`config.mk`:
```
export PLATFORM = sky130hd
export DESIGN_NAME = load_align_unit
export DESIGN_NICKNAME = d
export VERILOG_FILES = /design/src/rtl/load_align_unit.sv
export SDC_FILE = /design/constraint.sdc
export NUM_CORES = 1
export LEC_CHECK = 0
export BUFFER_PORTS_ARGS = -buffer_cell sky130_fd_sc_hd__buf_2
export CAP_MARGIN = 20
export CORE_MARGIN = 3
export CORE_UTILIZATION = 40
export CTS_CLUSTER_SIZE = 14
export DETAILED_ROUTE_END_ITERATION = 10
export HOLD_SLACK_MARGIN = 0.15
export PLACE_DENSITY = 0.56
export SETUP_SLACK_MARGIN = 0.02
export SLEW_MARGIN = 10
export SYNTH_ARGS = -nofsm -noshare
export SYNTH_HDL_FRONTEND = slang
export SYNTH_SLANG_ARGS = --single-unit
```
`constraint.sdc`:
```
create_clock -name i_clk -period 7.94 [get_ports i_clk]
set_input_delay 0.794 -clock i_clk [delete_from_list [all_inputs] [get_ports i_clk]]
set_output_delay 0.794 -clock i_clk [all_outputs]
set_load 0.05 [all_outputs]
```
`src/rtl/load_align_unit.sv`:
```
// load_align_unit: tracks loads between LSU request and memory response,
// aligns/extends the returned word and queues results for writeback in order.
//
// Ports:
//   i_clk, i_rst        clock, synchronous active-high reset
//   i_req_valid/o_req_ready, i_req_memop, i_req_index, i_req_rd
//                       LSU request handshake and access description
//   i_rsp_valid, i_rsp_data
//                       memory read word (no back-pressure)
//   o_wb_valid/i_wb_ready, o_wb_data, o_wb_rd
//                       writeback handshake and extended result
//   o_misaligned        one-cycle pulse after a misaligned load is rejected
//   o_orphan            one-cycle pulse after a response with nothing pending

package load_align_pkg;
  typedef enum logic [3:0] {
    memop_none     = 4'd0,
    memop_l_byte   = 4'd1,
    memop_l_ubyte  = 4'd2,
    memop_l_hword  = 4'd3,
    memop_l_uhword = 4'd4,
    memop_l_word   = 4'd5,
    memop_s_byte   = 4'd6,
    memop_s_hword  = 4'd7,
    memop_s_word   = 4'd8
  } rv32_memop;
endpackage

module load_align_unit
  import load_align_pkg::*;
#(
  parameter int unsigned DEPTH = 2
) (
  input  logic        i_clk,
  input  logic        i_rst,
  input  logic        i_req_valid,
  output logic        o_req_ready,
  input  rv32_memop   i_req_memop,
  input  logic [1:0]  i_req_index,
  input  logic [4:0]  i_req_rd,
  input  logic        i_rsp_valid,
  input  logic [31:0] i_rsp_data,
  output logic        o_wb_valid,
  input  logic        i_wb_ready,
  output logic [31:0] o_wb_data,
  output logic [4:0]  o_wb_rd,
  output logic        o_misaligned,
  output logic        o_orphan
);

  localparam int unsigned PW = (DEPTH > 1) ? $clog2(DEPTH) : 1;
  localparam int unsigned CW = $clog2(DEPTH + 1);
  localparam logic [PW-1:0] LAST_PTR  = PW'(DEPTH - 1);
  localparam logic [CW:0]   DEPTH_LIM = (CW+1)'(DEPTH);

  typedef struct packed {
    rv32_memop  memop;
    logic [1:0] index;
    logic [4:0] rd;
  } pend_t;

  pend_t       pend_mem     [DEPTH];
  logic [31:0] res_data_mem [DEPTH];
  logic [4:0]  res_rd_mem   [DEPTH];

  logic [PW-1:0] pend_wr, pend_rd, res_wr, res_rd;
  logic [CW-1:0] pend_cnt, res_cnt;

  logic        req_fire, is_load, aligned;
  logic        pend_push, mis_fire, rsp_pop, orphan_fire, wb_pop;
  pend_t       head;
  logic [7:0]  byte_sel;
  logic [15:0] half_sel;
  logic [31:0] load_result;

  // Ready is a function of registered occupancy only, so a writeback pop
  // in the current cycle cannot admit a new request in the same cycle.
  assign o_req_ready = ({1'b0, pend_cnt} + {1'b0, res_cnt}) < DEPTH_LIM;
  assign o_wb_valid  = (res_cnt != '0);
  assign o_wb_data   = o_wb_valid ? res_data_mem[res_rd] : '0;
  assign o_wb_rd     = o_wb_valid ? res_rd_mem[res_rd]   : '0;

  assign req_fire    = i_req_valid & o_req_ready;
  assign pend_push   = req_fire & is_load & aligned;
  assign mis_fire    = req_fire & is_load & ~aligned;
  assign rsp_pop     = i_rsp_valid & (pend_cnt != '0);
  assign orphan_fire = i_rsp_valid & (pend_cnt == '0);
  assign wb_pop      = o_wb_valid & i_wb_ready;
  assign head        = pend_mem[pend_rd];

  always_comb begin
    is_load = 1'b0;
    aligned = 1'b1;
    unique case (i_req_memop)
      memop_l_byte, memop_l_ubyte: is_load = 1'b1;
      memop_l_hword, memop_l_uhword: begin
        is_load = 1'b1;
        aligned = ~i_req_index[0];
      end
      memop_l_word: begin
        is_load = 1'b1;
        aligned = (i_req_index == 2'b00);
      end
      default: ;
    endcase
  end

  always_comb begin
    byte_sel = '0;
    unique case (head.index)
      2'd0: byte_sel = i_rsp_data[7:0];
      2'd1: byte_sel = i_rsp_data[15:8];
      2'd2: byte_sel = i_rsp_data[23:16];
      2'd3: byte_sel = i_rsp_data[31:24];
      default: ;
    endcase
    half_sel    = head.index[1] ? i_rsp_data[31:16] : i_rsp_data[15:0];
    load_result = i_rsp_data;
    unique case (head.memop)
      memop_l_byte:   load_result = {{24{byte_sel[7]}}, byte_sel};
      memop_l_ubyte:  load_result = {24'd0, byte_sel};
      memop_l_hword:  load_result = {{16{half_sel[15]}}, half_sel};
      memop_l_uhword: load_result = {16'd0, half_sel};
      default:        load_result = i_rsp_data;
    endcase
  end

  // Storage arrays carry no reset; validity is governed by the counters.
  always_ff @(posedge i_clk) begin
    if (!i_rst) begin
      if (pend_push) pend_mem[pend_wr] <= '{memop: i_req_memop, index: i_req_index, rd: i_req_rd};
      if (rsp_pop) begin
        res_data_mem[res_wr] <= load_result;
        res_rd_mem[res_wr]   <= head.rd;
      end
    end
  end

  always_ff @(posedge i_clk) begin
    if (i_rst) begin
      pend_wr      <= '0;
      pend_rd      <= '0;
      res_wr       <= '0;
      res_rd       <= '0;
      pend_cnt     <= '0;
      res_cnt      <= '0;
      o_misaligned <= 1'b0;
      o_orphan     <= 1'b0;
    end else begin
      if (pend_push) pend_wr <= (pend_wr == LAST_PTR) ? '0 : pend_wr + 1'b1;
      if (rsp_pop) begin
        pend_rd <= (pend_rd == LAST_PTR) ? '0 : pend_rd + 1'b1;
        res_wr  <= (res_wr == LAST_PTR) ? '0 : res_wr + 1'b1;
      end
      if (wb_pop) res_rd <= (res_rd == LAST_PTR) ? '0 : res_rd + 1'b1;
      pend_cnt     <= pend_cnt + CW'(pend_push) - CW'(rsp_pop);
      res_cnt      <= res_cnt + CW'(rsp_pop) - CW'(wb_pop);
      o_misaligned <= mis_fire;
      o_orphan     <= orphan_fire;
    end
  end

endmodule

```
# [Word level (Yosys, flattened, before mapping)]
# Memory sizes are Yosys's and may differ from the RTL's. A register that Yosys moved wholly into a read port is not among the register bits.
# Cells that the tools add are included.
[word_totals] register_bits=10 latchBits=0 ramBits=96 romBits=0 inputBits=48 out_inout_bits=41 wordCells=72 n_memories=3
[classes] n_addsub=9 mul=0 n_div=0 magnitude_cmp=1 n_eq_ne=12 shift=0 n_mux=23 bitwise_logic=9 n_reduce_logical=7
[mem_list] memory="res_data_mem" words=2 word_bits=32 rd=1 rd_ports_with_merged_regs=1 write_ports=1 line_no="63" rtl="logic [31:0] res_data_mem [DEPTH];"
[mem_list] memory="pend_mem" words=2 word_bits=11 rd=1 rd_ports_with_merged_regs=1 write_ports=1 line_no="62" rtl="pend_t pend_mem [DEPTH];"
[mem_list] memory="res_rd_mem" words=2 word_bits=5 rd=1 rd_ports_with_merged_regs=1 write_ports=1 line_no="64" rtl="logic [4:0] res_rd_mem [DEPTH];"
[ops] operator="$pmux 32 s4" n=1
[ops] operator="$mux 32" n=1
[ops] operator="$pmux 8 s4" n=1
[ops] operator="$mux 1" n=17
[ops] operator="$eq 4x2->1 const B" n=4
[ops] operator="$mux 16" n=1
[ops] operator="$eq 4x3->1 const B" n=3
[ops] operator="$eq 4x1->1 const B" n=2
[ops] operator="$and 1x1->1" n=7
[ops] operator="$logic_not 2->1" n=3
[ops] operator="$mux 5" n=1
[ops] operator="$reduce_or 5->1" n=1
[ops] operator="$add 1x1->1 const B" n=4
[ops] operator="$add 2x1->2" n=2
[ops] operator="$eq 2x2->1 const B" n=2
[ops] operator="$reduce_bool 2->1" n=2
[ops] operator="$sub 2x1->2" n=2
[ops] operator="$add 2x2->3" n=1
[ops] operator="$lt 3x2->1 const B" n=1
[ops] operator="$eq 2x1->1 const B" n=1
[ops] operator="$not 1->1" n=2
[ops] operator="$pmux 1 s2" n=1
[ops] operator="$reduce_or 2->1" n=1

# [Logic depth before layout (Yosys ltp)]
[depth] depth_word=8 mapped_depth=11 ltp_nobuf=11

# [Worst setup path before layout]
# Ideal clock, no wire load.
[synth_timing] path_type="input port to flip-flop" from="input port i_rst" to="memory res_data_mem[1][0] (enable)" setup_time_ns=0.485 arrival_ns=3.704 required_ns=7.455 setup_slack_ns=3.751 path_stages=2 n_path_buf=0 cell_sequence="nand2b_1 nor3b_1"
[synth_between] elab_chain_cells=2
[synth_lines] element="from (decl)" line_no="35" rtl="input logic i_rst,"
[synth_lines] element="$mux 1" line_no="130" rtl="if (!i_rst) begin"
[synth_lines] element="$mux 1 (implied by the code)" line_no="133" rtl="res_data_mem[res_wr] <= load_result;"
[synth_lines] element="to (decl)" line_no="63"
# Every way passes these cells.

==> summary.md <==
| Metric | Value |
|---|---|
| Switching share of total power | `between 40% and 50%` |
| Element type at the critical path start | `register` |
| Syn Std Cell Area | `between 0.005 and 0.006 mm²` |
| Launch point of the worst hold path | `pend_wr` |
| Hold worst-path end | `pend_wr` |
| Total nets after synthesis | `429` |
| Die boundary width | `118 µm` |
| Internal power component | `0.00117 W` |
| Post-synthesis mux area share | `15.4%` |
| Buffer depth of the longest clock path | `2` |
| R2R cell count | `5` |
| Cts repair resizes | `0` |
| Setup TNS | `0 ns` |
| Hold-fix buffers, CTS | `0` |
| R2r endpoint | `res_data_mem[0][10]` |
| Unrepaired setup endpoints after global routing | `no` |
| Endpoint required time on the critical path | `7.15 ns` |
| Top-Level Pins | `89` |
| Max_slew headroom | `33.5%` |
| Vertical die dimension | `118 µm` |
| Clock network power share | `19.4%` |
| Worst Clk Skew | `0.00552 ns` |
| Cell Rows | `40` |
| Gate Count Post-Synth | `between 300 and 400` |
| Post-Layout Cell Count | `around 640` |
| Largest voltage drop on the vdd net | `between 0.15 and 0.2 mV` |
| Post-synth top flop | `sky130_fd_sc_hd__edfxtp_1` |
| Pleak | `2.28 nW` |
| Largest cells by area after synthesis | `sky130_fd_sc_hd__edfxtp_1, sky130_fd_sc_hd__mux2i_1, sky130_fd_sc_hd__dfxtp_1` |
| CTS Root Cell | `sky130_fd_sc_hd__clkbuf_16` |
| Max Cap Violations | `0` |
| Post-Syn Area per Cell | `13.4 µm²` |
| Minimum clock period | `2.88 ns` |
| Sum of routed wire length over all layers | `10800 µm` |
| First-pass GRT wire length | `17300 µm` |
| Number of setup violations in the final report | `0` |
| Max-slew violation total from the final report | `0` |
| Dominant combinational cell family by area after synthesis | `multiplexers` |
| Relative contribution of combinational cells to total power | `about 44%` |
| Starting DRT DRC Count | `129` |
| Slack of the worst reg-to-reg path | `5.11 ns` |
| Count of state elements after synthesis | `108` |
| Aggregate global-route resource usage | `~16%` |
| Adder and majority cell fraction of the synthesized area | `1.39%` |
| Critical Path Sink Type | `output pin` |
| M1 wire length | `4740 µm` |
| Full die area | `0.0140 mm²` |
| Crit path max fanout | `21` |
| # Post-CTS Setup Buffers | `0` |
| Cts bufs inserted | `9` |
| Met3 wirelength from detailed routing | `801 µm` |
| Routability cong. | `about 0.81` |
| Initial antenna violation count | `1` |
| Syn-to-layout area delta | `17.5%` |
| Cell type with the largest total area after synthesis | `sky130_fd_sc_hd__edfxtp_1` |
| Clock transition at the register clock pins on the worst setup and hold paths after CTS | `0.06 ns` |
| WL/cell | `between 15 and 20 µm` |
| Post-route DRC | `0` |
| Fin. Hold Viols | `0` |
| Total via count in the routed design | `roughly 3200` |
| Pre-CTS setup slack | `5.04 ns` |
| Synth Warn # | `0` |
| Outcome | `finished, final reports clean` |
| Share of synthesized registers carrying an async set or reset | `0%` |
| Maximum clock frequency | `347 MHz` |
| Number of synthesized flops with an enable pin | `96` |
| Share of cells above drive strength 1 | `28.6%` |
| Power share of the sequential group | `37.0%` |
| Netlist cell types | `50` |
| Highest-count cells in the layout ignoring fill and taps | `sky130_fd_sc_hd__edfxtp_1, sky130_fd_sc_hd__buf_2, sky130_fd_sc_hd__nor2_1` |
| NumNets Final | `517` |
| Number of clock sinks | `108` |
| First-pass iteration count of the detailed router | `4` |
| Post-synthesis xor/xnor area fraction | `about 1.6%` |
| TritonCTS clock tree | `yes` |
| Maximum number of pins on one net before global-route repair | `39` |
| Cell depth of the worst min-delay path | `2` |
| Routed vias/inst | `5.10` |
| Min-Delay Path Class | `reg2reg` |
| Antenna Violating Nets Remaining | `0` |
| Total net switching power | `between 0.0008 and 0.0009 W` |
| DR top layer | `met5` |
| Initial core utilization | `41.4%` |
| Part of the Yosys area used for sequential elements | `62.1%` |
| Placeable core region | `0.0122 mm²` |
| Vias in the first global route | `3139` |
| Synthesized-area fraction occupied by ao, oa, aoi and oai cells | `5.82%` |
| Setup slack of the critical path after layout | `a little over 5 ns` |
| Routed wl met2 | `4920 µm` |
| H-tree depth | `3` |
| Most common cell after layout, fill and taps aside | `sky130_fd_sc_hd__edfxtp_1` |
| Gr ovfl total | `0` |
| Top cell type's share of synthesized area | `57.3%` |
| Share of synthesized cell area in and, or, nand and nor gates | `11.5%` |
| Critical path class | `reg2out` |
| # port buffers | `88` |
| Total inserted antenna cells | `0` |
| Half-perimeter wire length of the detailed placement result | `about 7600 µm` |
| Power per Cell Area | `347 mW/mm²` |
| Final period util | `36.2%` |
| Transition time at the pin with the least slew margin | `0.996 ns` |
| Data arrival time of the worst path | `2.08 ns` |
| Final Hold Slack | `0.503 ns` |
| Skew-Pair Late Insertion Delay | `0.34 ns` |
| Number of placed cells counting well taps | `around 620` |
==> cells in the mapped netlist, drive strengths merged, types with 2 or more instances <==
| cell | count |
|---|---|
| dfxtp | 12 |
| inv | 5 |
| mux4 | 7 |
| nor2b | 2 |
| xnor2 | 4 |
| nor3 | 6 |
| a21oi | 10 |
| edfxtp | 96 |
| mux2 | 7 |
| a31oi | 4 |
| xor2 | 5 |
| mux2i | 48 |
| nor2 | 61 |
| o21ai | 4 |
| clkbuf | 4 |
| nand3 | 2 |
| and2 | 2 |
| and3b | 2 |
| a221o | 7 |
| o21a | 4 |
| ha | 4 |
| buf | 13 |
| nand2 | 47 |
| a21o | 3 |
| nor3b | 3 |
==> power groups by stage <==
stage | clock network, W | registers [W] | logic, W
floorplan | 0 | 0.000741 | 0.000732
global placement | 0 | 0.000770 | 0.000897
detailed placement | 0 | 0.000772 | 0.000906
CTS | 0.000407 | 0.000759 | 0.000909
global route | 0.000426 | 0.000767 | 0.000967
finish | 0.000397 | 0.000757 | 0.000894
==> per-stage QoR <==
stage | area [µm²] | utilization, % | power (W)
floorplan | 5030 | - | 0.00147
global placement | 5650 | 46.5 | 0.00167
detailed placement | 5650 | 46.5 | 0.00168
CTS | 5910 | 48.6 | 0.00208
global route | 5910 | 48.6 | 0.00216
finish | 5910 | 48.6 | 0.00205
==> registers in the layout (all words and copies together), names as in the netlist, 2 cells and up, named ones only <==
register and count:
res_cnt 2, pend_cnt 2, pend_mem 22, res_rd_mem 10, res_data_mem 64
==> layer usage <==
layer / up-vias / GRT usage [%]
met1: 1549 / 21.9
met2: 105 / 24.0
met5: - / 0
met4: 2 / 7.69
li1: 1566 / -
met3: 25 / 4.02
==> worst max path at each step <==
stage | to | startpoint | slack (ns) | depth (start not counted)
3_5_place_dp | res_data_mem[0][20] | register | 5.04 | 5
6_report | o_wb_rd[4] | register | 5.06 | 4
3_3_place_gp | res_data_mem[0][11] | register | 5.15 | 5
5_1_grt | res_data_mem[1][20] | register | 4.86 | 5
2_1_floorplan | res_data_mem[1][0] | i_rst | 3.75 | 2
4_1_cts | o_wb_rd[4] | register | 5.01 | 4
==> worst max-delay path, cell delays in order (launching register included) <==
cell and delay, ns:
sky130_fd_sc_hd__dfxtp_2 0.69, sky130_fd_sc_hd__buf_4 0.47, sky130_fd_sc_hd__mux2i_1 0.13, sky130_fd_sc_hd__nor2_1 0.14
sky130_fd_sc_hd__buf_2 0.29
==> final cells by class <==
type / instances / area (µm²)
fillers: 1105 / 6250
flip-flops and latches: 108 / 3120
multi-input cells: 246 / 1810
repair buffers: 94 / 485
clock buffers: 10 / 229
well taps: 168 / 210
clock inverters: 6 / 31.3
inverters: 5 / 18.8
==> kinds of logic after synthesis <==
group,count (synthesis)
compound gates,38
fa+ha+maj,5
xor+xnor,9
simple gates,132
flops,108
mux,62
buf+inv,22
(Power assumes the default switching activity.)
